[config.mk]
export PLATFORM = sky130hd
export DESIGN_NAME = mem_access_stage
export DESIGN_NICKNAME = d
export VERILOG_FILES = /design/src/rtl/mem_access_stage.sv
export SDC_FILE = /design/constraint.sdc
export NUM_CORES = 1
export LEC_CHECK = 0
export CORE_MARGIN = 4
export CORE_UTILIZATION = 30
export CTS_CLUSTER_SIZE = 25
export DETAILED_ROUTE_END_ITERATION = 16
export GPL_ROUTABILITY_DRIVEN = 0
export PLACE_DENSITY = 0.84
export RECOVER_POWER = 50
export SETUP_SLACK_MARGIN = 0.1
export SLEW_MARGIN = 10
export SYNTH_ARGS = -nofsm -noshare
export SYNTH_HDL_FRONTEND = slang
export SYNTH_SLANG_ARGS = --single-unit
[constraint.sdc]
create_clock -name clk -period 1.7 [get_ports clk]
set_input_delay 0.17 -clock clk [delete_from_list [all_inputs] [get_ports clk]]
set_output_delay 0.17 -clock clk [all_outputs]
set_load 0.01 [all_outputs]
[src/rtl/mem_access_stage.sv]
// Memory stage of the 5-stage RISC-V pipeline: issues word loads/stores over a
// req/ack handshake, stalls upstream while waiting, and registers the writeback fields.
module mem_access_stage #(
  parameter int unsigned TIMEOUT_CYCLES = 16
) (
  input  logic        clk,
  input  logic        reset,
  input  logic        valid_mem_i,
  input  logic        rf_en_mem_i,
  input  logic [1:0]  wb_sel_mem_i,
  input  logic        mem_wr_mem_i,
  input  logic        is_lw_mem_i,
  input  logic [4:0]  rd_mem_i,
  input  logic [31:0] alu_res_mem_i,
  input  logic [31:0] next_seq_pc_mem_i,
  input  logic [31:0] r_data_p2_mem_i,
  output logic        dmem_req_o,
  output logic        dmem_wr_o,
  output logic [31:0] dmem_addr_o,
  output logic [31:0] dmem_wdata_o,
  input  logic        dmem_ack_i,
  input  logic [31:0] dmem_rdata_i,
  output logic        stall_mem_o,
  output logic        valid_wb_o,
  output logic        rf_en_wb_o,
  output logic [4:0]  rd_wb_o,
  output logic [31:0] wr_data_wb_o,
  output logic        misalign_o,
  output logic        bus_err_o
);

  localparam int unsigned CNT_W = (TIMEOUT_CYCLES > 1) ? $clog2(TIMEOUT_CYCLES) : 1;
  localparam logic [CNT_W-1:0] CNT_LAST = CNT_W'(TIMEOUT_CYCLES - 1);

  typedef enum logic {
    S_IDLE,
    S_WAIT
  } state_e;

  state_e           state_q, state_d;
  logic [CNT_W-1:0] cnt_q, cnt_d;

  logic        valid_wb_q, valid_wb_d;
  logic        rf_en_wb_q, rf_en_wb_d;
  logic [4:0]  rd_wb_q, rd_wb_d;
  logic [31:0] wr_data_wb_q, wr_data_wb_d;
  logic        misalign_q, misalign_d;
  logic        bus_err_q, bus_err_d;

  logic mem_op, aligned, req, stall, misalign_now, timeout_now, fault;
  logic [31:0] wb_data;

  assign mem_op  = valid_mem_i & (is_lw_mem_i | mem_wr_mem_i);
  assign aligned = (alu_res_mem_i[1:0] == 2'b00);

  // Handshake FSM: an aligned access that is not acked in its first cycle waits here.
  always_comb begin
    // NOTE: every signal gets a default first so no path through the case infers a latch.
    state_d      = state_q;
    cnt_d        = cnt_q;
    req          = 1'b0;
    stall        = 1'b0;
    misalign_now = 1'b0;
    timeout_now  = 1'b0;
    unique case (state_q)
      S_IDLE: begin
        if (mem_op && aligned) begin
          req = 1'b1;
          if (!dmem_ack_i) begin
            stall   = 1'b1;
            state_d = S_WAIT;
            cnt_d   = '0;
          end
        end else if (mem_op) begin
          misalign_now = 1'b1;
        end
      end
      S_WAIT: begin
        req = 1'b1;
        if (dmem_ack_i) begin
          state_d = S_IDLE;
        end else if (cnt_q == CNT_LAST) begin
          timeout_now = 1'b1;
          state_d     = S_IDLE;
          cnt_d       = '0;
        end else begin
          stall = 1'b1;
          cnt_d = cnt_q + 1'b1;
        end
      end
      default: state_d = S_IDLE;
    endcase
    // A mid-access reset must drop the handshake outputs in the same cycle.
    if (reset) begin
      req   = 1'b0;
      stall = 1'b0;
    end
  end

  assign fault = misalign_now | timeout_now;

  always_comb begin
    unique case (wb_sel_mem_i)
      2'b00:   wb_data = alu_res_mem_i;
      2'b01:   wb_data = dmem_rdata_i;
      2'b10:   wb_data = next_seq_pc_mem_i;
      default: wb_data = 32'h0;
    endcase
  end

  always_comb begin
    valid_wb_d   = 1'b0;
    rf_en_wb_d   = 1'b0;
    rd_wb_d      = '0;
    wr_data_wb_d = '0;
    misalign_d   = misalign_now;
    bus_err_d    = timeout_now;
    if (!stall) begin
      valid_wb_d   = valid_mem_i & ~fault;
      rf_en_wb_d   = valid_mem_i & ~fault & rf_en_mem_i & (rd_mem_i != 5'd0);
      rd_wb_d      = rd_mem_i;
      wr_data_wb_d = wb_data;
    end
  end

  // NOTE: sequential state uses non-blocking assignments so every register samples pre-edge values.
  always_ff @(posedge clk) begin
    if (reset) begin
      state_q      <= S_IDLE;
      cnt_q        <= '0;
      valid_wb_q   <= 1'b0;
      rf_en_wb_q   <= 1'b0;
      rd_wb_q      <= '0;
      wr_data_wb_q <= '0;
      misalign_q   <= 1'b0;
      bus_err_q    <= 1'b0;
    end else begin
      state_q      <= state_d;
      cnt_q        <= cnt_d;
      valid_wb_q   <= valid_wb_d;
      rf_en_wb_q   <= rf_en_wb_d;
      rd_wb_q      <= rd_wb_d;
      wr_data_wb_q <= wr_data_wb_d;
      misalign_q   <= misalign_d;
      bus_err_q    <= bus_err_d;
    end
  end

  assign dmem_req_o   = req;
  assign dmem_wr_o    = mem_wr_mem_i;
  assign dmem_addr_o  = alu_res_mem_i;
  assign dmem_wdata_o = r_data_p2_mem_i;
  assign stall_mem_o  = stall;
  assign valid_wb_o   = valid_wb_q;
  assign rf_en_wb_o   = rf_en_wb_q;
  assign rd_wb_o      = rd_wb_q;
  assign wr_data_wb_o = wr_data_wb_q;
  assign misalign_o   = misalign_q;
  assign bus_err_o    = bus_err_q;

endmodule

### After elaboration in Yosys (flattened, before gate mapping)

Cells that the tools add are included.

| word-level totals | value |
|---|---|
| flip-flop bits (word level) | 46 |
| output and inout port bits | 108 |
| word-level logic and storage cells | 50 |

| operators by class | value |
|---|---|
| add/sub/neg operators | 1 |
| eq/ne operators | 6 |
| muxes and demuxes | 21 |
| bitwise gates (word level) | 8 |
| reductions and logical operators | 6 |

Operators with widths:

| kind | number |
|---|---|
| $pmux W32 S3 | 1 |
| $mux W4 | 4 |
| $mux W1 | 13 |
| $pmux W4 S2 | 1 |
| $ne A2 B2 Y1 const B | 3 |
| $reduce_bool A5 Y1 | 1 |
| $add A4 B1 Y4 const B | 1 |
| $and A1 B1 Y1 | 4 |
| $eq A4 B4 Y1 const B | 1 |
| $logic_not A2 Y1 | 2 |
| $pmux W1 S2 | 2 |
| $reduce_and A3 Y1 | 1 |
| $eq A2 B1 Y1 const B | 1 |
| $eq A2 B2 Y1 const B | 1 |
| $not A1 Y1 | 2 |
| $or A1 B1 Y1 | 2 |
| $reduce_or A2 Y1 | 1 |
| $logic_and A1 B1 Y1 | 1 |

### Depth between registers and ports, before layout

Gate-level depths: netlist of run 1.

| depth | value |
|---|---|
| depth in word-level cells | 10 |
| mapped depth | 6 |
| gate-level depth less buffers | 4 |

### Worst setup path before layout of run 1

Ideal clock, no wire load.

| timing | value |
|---|---|
| path type | register to register |
| start point | register cnt_q[0] |
| end point | register wr_data_wb_q[26], in the netlist wr_data_wb_o[26] |
| setup time | 0.066 ns |
| arrival time | 1.358 ns |
| slack | 0.276 ns |
| stages on the path, launching flop included | 7 |
| buffers on the path | 2 |
| path through | dfxtp_1 -> ha_1 -> nand3_1 -> a221o_1 -> buf_6 -> buf_6 -> a21oi_2 |

| between the ends | value |
|---|---|
| word-level cells in the longest chain between the ends | 6 |

RTL lines:

| item | line | source |
|---|---|---|
| start: declaration | 41 | `logic [CNT_W-1:0] cnt_q, cnt_d;` |
| start signal: assignment | 139 | `cnt_q <= cnt_d;` |
| $eq A4 B4 Y1 | 82 | `end else if (cnt_q == CNT_LAST) begin` |
| $mux W1 | 82 |  |
| $mux W1 | 80 | `if (dmem_ack_i) begin` |
| $pmux W1 S2 | 65 | `unique case (state_q)` |
| $mux W1 | 94 | `if (reset) begin` |
| $reduce_or A2 Y1 (no source line) | -- |  |
| end signal: assignment | 143 | `wr_data_wb_q <= wr_data_wb_d;` |
| end: declaration | 46 | `logic [31:0] wr_data_wb_q, wr_data_wb_d;` |

Every way passes these cells.
A chain may end at the register's enable or synchronous reset.

### Worst setup path in the final report of run 1

| timing | value |
|---|---|
| start point | input is_lw_mem_i |
| end point | register wr_data_wb_q[19], in the netlist wr_data_wb_o[19] |

| between the ends | value |
|---|---|
| word-level cells in the longest chain between the ends | 7 |

RTL lines:

| item | line | source |
|---|---|---|
| start: declaration | 12 | `input logic is_lw_mem_i,` |
| $or A1 B1 Y1 | 53 | `assign mem_op = valid_mem_i & (is_lw_mem_i \| mem_wr_mem_i);` |
| $and A1 B1 Y1 | 53 |  |
| $logic_and A1 B1 Y1 | 67 | `if (mem_op && aligned) begin` |
| $mux W1 | 67 |  |
| $pmux W1 S2 | 65 |  |
| $mux W1 | 94 |  |
| $reduce_or A2 Y1 (no source line) | -- |  |

Every way passes these cells.

==> metrics.md, run 1 <==
| Metric | Value |
|---|---|
| Unique cell type count in the Yosys netlist | 33 |
| Max clock buf depth | 2 |
| Max Cap Violations | 0 |
| Cells after synthesis | 308 |
| Final hold vios | 0 |
| Launching element type of the critical path | primary input |
| Slew margin rel. | 0.644 |
| Share of cells above drive strength 1 | 0.244 |
| Critical path's slowest cell | dlygate4sd3_1 |
| Register area | slightly above 900 µm² |
| CTS tree | built |
| Status | complete, no violations |
| Clock transition at path regs | 0.09 ns |
| Reg-to-Reg Start | cnt_q[1] |
| WL final | 9.34 mm |
| DP Wirelength | 7.31 mm |
| Fin crit share | 0.976 |
| Remaining Overflow, GRT | 0 |
| Final WS setup | between 0.04 and 0.05 ns |
| Maximum net fanout on the critical path | 6 |
| H-tree depth | 2 |
| CTS Root Cell | clkbuf_8 |
| Total GRT Usage | 0.161 |
| DR vias/cell | 4.61 |
| Die W | about 100 µm |
| Crit-path cells | dlygate4sd3_1 -> o21a_1 -> buf_4 -> a221o_4 -> clkbuf_16 -> a21oi_4 |
| Area growth syn-to-layout | 67.6% |
| Sequential share of the synthesized area | 0.335 |
| TritonCTS buffer count | 5 |
| Multi-input logic area | about 1300 µm² |
| Pre-CTS setup slack | -0.303 ns |
| DRT iter0 DRCs | 35 |
| Min-Delay Startpoint | valid_mem_i |
| Reg2reg end | wr_data_wb_o[19] |
| Port buffer count | between 150 and 200 |
| Fmax | 0.602 GHz |
| Starting Density | 0.312 |
| Leak | 1.86 nW |
| First-pass iteration count of the detailed router | 4 |
| Worst Path Arrival | 1.90 ns |
| Initial antenna violation count | 0 |
| Core box area | 8810 µm² |
| Min-Delay Path Class | in2reg |
| Post-layout nets | 589 |
| ANT cells | 0 |
| Routed len/inst | 16.8 µm |
| Async SR Flop Fraction | 0 |
| First-pass GRT wire length | roughly 14 mm |
| Vias in the first global route | 2695 |
| Largest vdd supply drop | 0.316 mV |
| CP Data Required Time | slightly below 2 ns |
| CP max stage delay | 0.56 ns |
| Final Max Slew Viols | 0 |
| I/O Pins | 250 |
| DP Area | 4340 µm² |
| Crit end category | flop |
| DIE AREA | 10800 µm² |
| Yosys warnings | 0 |
| Avg Inst Size Synth | 8.92 µm² |
| Hold path depth | 3 |
| Reg2reg setup slack | 0.08 ns |
| Final Cell Area | 4610 µm² |
| CP Class | in2reg |
| Post-route minimum period | 1.66 ns |
| Chip height | 104 µm |
| Largest net degree at the start of global routing | 34 |
| DR vias | roughly 2600 |
| # rows | 34 |
| Final setup viols | 0 |
| PwrDens | 612 nW/µm² |
| Worst slew pin tran | 0.528 ns |
| Seq cells post-synth | 46 |
| Synthesized Nets | about 450 |
| Non-Filler Instances | roughly 560 |
| Antenna-violating nets left | 0 |
| Clk_lat worst skew | 0.30 ns |
| Worst hold endpoint | valid_wb_o |
| Commonest register cell after synthesis | dfxtp_1 |
| Clock tree sinks | between 40 and 50 |
| Max Clock Skew | ~0.011 ns |
| Filler cell count | 786 |
| Post-synth EDFFs | 0 |
| Netlist area before placement | 2750 µm² |
| Drt drc | 0 |
| Placed Cells incl. Taps | around 540 |
| Unrepaired setup endpoints after global routing | yes |
| Path depth of the worst reg2reg path | 6 |
## cell usage in the layout (no fill, tap or decap), types with 2 or more instances in the layout
cell	instances
a211oi_1	2
a21oi_1	6
a21oi_2	27
a21oi_4	2
buf_12	3
buf_2	3
buf_4	17
buf_6	2
clkbuf_1	4
clkbuf_16	3
clkbuf_8	5
clkdlybuf4s50_1	140
dfxtp_1	44
dfxtp_2	2
dlygate4sd3_1	40
inv_1	7
mux2i_1	32
nand2_1	34
nand2b_1	4
nand3b_1	2
nor2_1	3
nor2_2	4
nor3_1	2
nor4_1	2
o21ai_0	3
o32ai_1	2
or2_2	32
## logic make-up after synthesis
group / after synthesis / share of synthesized area
buffers and inverters: 89 / 0.228
flip-flops: 46 / 0.335
AO/OA/AOI/OAI: 49 / 0.137
AND/OR/NAND/NOR: 91 / 0.178
adder cells (fa/ha/maj): 1 / 0.00455
multiplexers: 32 / 0.117
## critical path, delay by kind of cell
| kind | cells | cell delay [ns] |
|---|---|---|
| compound gates | 3 | 0.81 |
| buf+inv | 3 | 0.90 |
## how the worst max path moves through the flow
stage            startpoint                to  slack [ns]  depth (start not counted)
4_1_cts            cnt_q[0]   wr_data_wb_o[0]        0.09                          6
2_1_floorplan      cnt_q[0]  wr_data_wb_o[26]        0.28                          6
3_5_place_dp   mem_wr_mem_i       stall_mem_o       -0.30                          5
3_3_place_gp   mem_wr_mem_i       stall_mem_o       -0.31                          5
6_report        is_lw_mem_i  wr_data_wb_o[19]        0.04                          6
5_1_grt         is_lw_mem_i  wr_data_wb_o[19]        0.01                          6
## repair_timing
item | CTS | global route
hold buffers | 0 | 0
cloned | 0 | 4
gates resized for setup | 10 | 16
pin swaps | 0 | 3
endpoints found under the setup margin | 4 | 35
setup buffers | 0 | 2
## synthesized netlist by cell type, types with 2 or more instances
library cell / n / area, µm²
clkbuf_1: 8 / 30.0
o32ai_1: 2 / 17.5
nand3b_1: 2 / 15.0
buf_4: 68 / 510
nor3_1: 2 / 10.0
nand2_1: 34 / 128
buf_6: 5 / 56.3
nor2_1: 3 / 11.3
a211oi_1: 3 / 22.5
nand2b_1: 4 / 25.0
nor2_2: 5 / 31.3
nor2b_1: 2 / 12.5
dfxtp_1: 46 / 921
nor4_1: 2 / 12.5
inv_1: 7 / 26.3
mux2i_1: 32 / 320
a21oi_2: 25 / 219
or2_2: 32 / 200
o21ai_0: 3 / 15.0
a21oi_1: 10 / 50.1
## sequential cells by signal, indices dropped and copies added, names as in the netlist
signal        count
bus_err_o         1
cnt_q             4
misalign_o        1
rd_wb_o           5
rf_en_wb_o        1
state_q           1
valid_wb_o        1
wr_data_wb_o     32
## cell type report
| cell class | instances | area share |
|---|---|---|
| clock inverters | 2 | 0.00815 |
| clock buffers | 6 | 0.0157 |
| flip-flops and latches | 46 | 0.200 |
| repair buffers | 213 | 0.463 |
| well taps | 108 | 0.0293 |
| inverters | 7 | 0.00570 |
| multi-input cells | 173 | 0.277 |
## metal layers
layer,global-route usage,share of wire,vias to the layer above
li1,-,-,1236
met1,0.162,0.37,1172
met2,0.308,0.53,121
met3,0.0547,0.078,31
met4,0.0551,0.024,0
met5,0,0,-
## through the flow
| step | hold slack (ns) | TNS [ns] | util | power (mW) |
|---|---|---|---|---|
| global placement | 0.340 | -3.10 | 0.492 | 2.01 |
| floorplan | 0.297 | 0 | - | 1.60 |
| finish | 0.303 | 0 | 0.523 | 2.82 |
| global route | 0.339 | 0 | 0.523 | 2.97 |
| CTS | 0.340 | 0 | 0.505 | 2.84 |
| detailed placement | 0.340 | -3.69 | 0.492 | 2.02 |
## where the power goes
group	total, mW	switching (mW)	internal (mW)
Clock	0.814	0.375	0.439
Sequential	1.15	0.0140	1.14
Combinational	0.856	0.324	0.532
(Power assumes the default switching activity.)
==> inputs of run 2 (changes only) <==
--- a/config.mk
+++ b/config.mk
@@ -7,6 +7,7 @@
 export LEC_CHECK = 0
 export CORE_MARGIN = 4
 export CORE_UTILIZATION = 30
+export CTS_BUF_LIST = sky130_fd_sc_hd__clkbuf_8
 export CTS_CLUSTER_SIZE = 25
 export DETAILED_ROUTE_END_ITERATION = 16
 export GPL_ROUTABILITY_DRIVEN = 0
==> run 2 against run 1 <==
Register-to-register slack about the same. Clock skew about the same. Non-clock buffer count unchanged. Die area unchanged. Via count up 0.59%. Worst hold slack better by 0.00080 ns. Clock-buffer cell count down 1. Clock power down 0.6%. Maximum frequency up 0.15%. Power down 0.14%. Flip-flop and latch count unchanged. Critical path type unchanged.
==> metrics.md, run 2 (synthesized netlist as in run 1, its figures left out) <==
| Metric | Value |
|---|---|
| Status | complete, no violations |
| Vias in the first global route | 2695 |
| Register area | 923 µm² |
| CP top delay family | buffers and inverters |
| Most common cell after layout, fill and taps aside | clkdlybuf4s50_1 |
| Final core occ | 0.524 |
| Min-Delay Path Class | in2reg |
| Min-Delay Startpoint | valid_mem_i |
| Fmax | 0.603 GHz |
| CTS Root Cell | clkbuf_8 |
| I/O Pins | 250 |
| WL final | 9.34 mm |
| Port buffer count | 185 |
| H-tree depth | 2 |
| Clk_lat worst skew | 0.30 ns |
| Final WS setup | 0.0425 ns |
| Max Cap Violations | 0 |
| Leak | between 1.5 and 2 nW |
| Drt drc | 0 |
| Antenna-violating nets left | 0 |
| WP buf/inv | 3 |
| Share of cells above drive strength 1 | 0.246 |
| Area growth syn-to-layout | 67.8% |
| Die W | 104 µm |
| Starting Density | 0.312 |
| Chip height | slightly above 100 µm |
| PwrDens | just over 600 nW/µm² |
| Critical path's slowest cell | dlygate4sd3_1 |
| Worst Path Arrival | about 1.9 ns |
| DR vias | 2575 |
| Core box area | 8810 µm² |
| CP Class | in2reg |
| DIE AREA | 10800 µm² |
| DP Wirelength | 7.31 mm |
| First-pass GRT wire length | approximately 14 mm |
| Hold Buf Count CTS | 0 |
| Reg-to-Reg Start | cnt_q[1] |
| DR vias/cell | 4.64 |
| CTS tree | built |
| TritonCTS buffer count | 5 |
| Total GRT Usage | 0.161 |
| DRT iter0 DRCs | 36 |
| Post-route minimum period | 1.66 ns |
| Pre-CTS setup slack | -0.303 ns |
| CP max stage delay | 0.56 ns |
| ANT cells | 0 |
| Launching element type of the critical path | primary input |
| Initial antenna violation count | 0 |
| Most frequent cells in the layout | clkdlybuf4s50_1, dfxtp_1, dlygate4sd3_1 |
| Filler cell count | around 800 |
| Largest vdd supply drop | 0.316 mV |
| Crit-path cells | dlygate4sd3_1 -> o21a_1 -> buf_4 -> a221o_4 -> clkbuf_16 -> a21oi_4 |
| Max FFs per register | 32 |
| Max clock buf depth | 2 |
| Worst Setup SP | is_lw_mem_i |
| Worst slew pin tran | 0.529 ns |
| Final setup viols | 0 |
| Multi-input logic area | 1280 µm² |
| Crit end category | flop |
| Routed len/inst | 16.8 µm |
| Unrepaired setup endpoints after global routing | yes |
| # rows | 34 |
| Clock transition at path regs | roughly 0.09 ns |
| Final hold vios | 0 |
| Clock tree sinks | 46 |
| Remaining Overflow, GRT | 0 |
| Max Clock Skew | 0.0109 ns |
| DP Area | around 4300 µm² |
| Maximum net fanout on the critical path | 6 |
| Largest net degree at the start of global routing | 34 |
| Final Max Slew Viols | 0 |
| CP Data Required Time | 1.94 ns |
| First-pass iteration count of the detailed router | 4 |
| Slew margin rel. | 0.643 |
| Fin crit share | 0.975 |
| Post-layout nets | a little under 600 |
| Final Cell Area | 4610 µm² |
## run 2: path summary, 6_finish.rpt
| check | end | slack, ns | depth (start not counted) |
|---|---|---|---|
| max | wr_data_wb_o[19] | 0.04 | 6 |
| min | valid_wb_o | 0.30 | 3 |
| max reg2reg | wr_data_wb_o[19] | 0.08 | 6 |
| min reg2reg | state_q | 0.52 | 2 |
## run 2: routing by layer
layer  track usage  up-vias  part of all wire
met2         0.308      121              0.53
met1         0.162     1184              0.37
met3        0.0547       31             0.077
met5             0        -                 0
met4        0.0551        0             0.024
li1              -     1239                 -
## run 2: tightest hold or removal path, cell delays in order
cell and delay, ns:
dlymetal6s2s_1 0.15, o311ai_0 0.15, a211oi_1 0.07
## run 2: final cells by class
type                       instances  area share
timing repair buffer             213       0.463
multi-input combinational        173       0.278
sequential                        46       0.200
tap                              108      0.0293
clock buffer                       5      0.0149
clock inverter                     3     0.00895
inverter                           7     0.00570
## run 2: power by group
group / switching [mW] / internal (mW)
combinational: 0.325 / 0.532
sequential: 0.0139 / 1.14
clock: 0.376 / 0.433
total: 0.714 / 2.10
## run 2: per-stage QoR
stage | power, mW | hold slack [ns] | setup TNS (ns) | instances
3_3_place_gp | 2.01 | 0.340 | -3.10 | 541
3_5_place_dp | 2.02 | 0.340 | -3.69 | 541
4_1_cts | 2.83 | 0.340 | 0 | 549
2_1_floorplan | 1.60 | 0.297 | 0 | 308
5_1_grt | 2.96 | 0.339 | 0 | 555
6_report | 2.82 | 0.304 | 0 | 555
## run 2: repair_timing
item | CTS | global route
pin swaps | 0 | 3
gates resized for setup | 10 | 17
endpoints found under the setup margin | 4 | 35
cloned | 0 | 4
setup buffers | 0 | 2
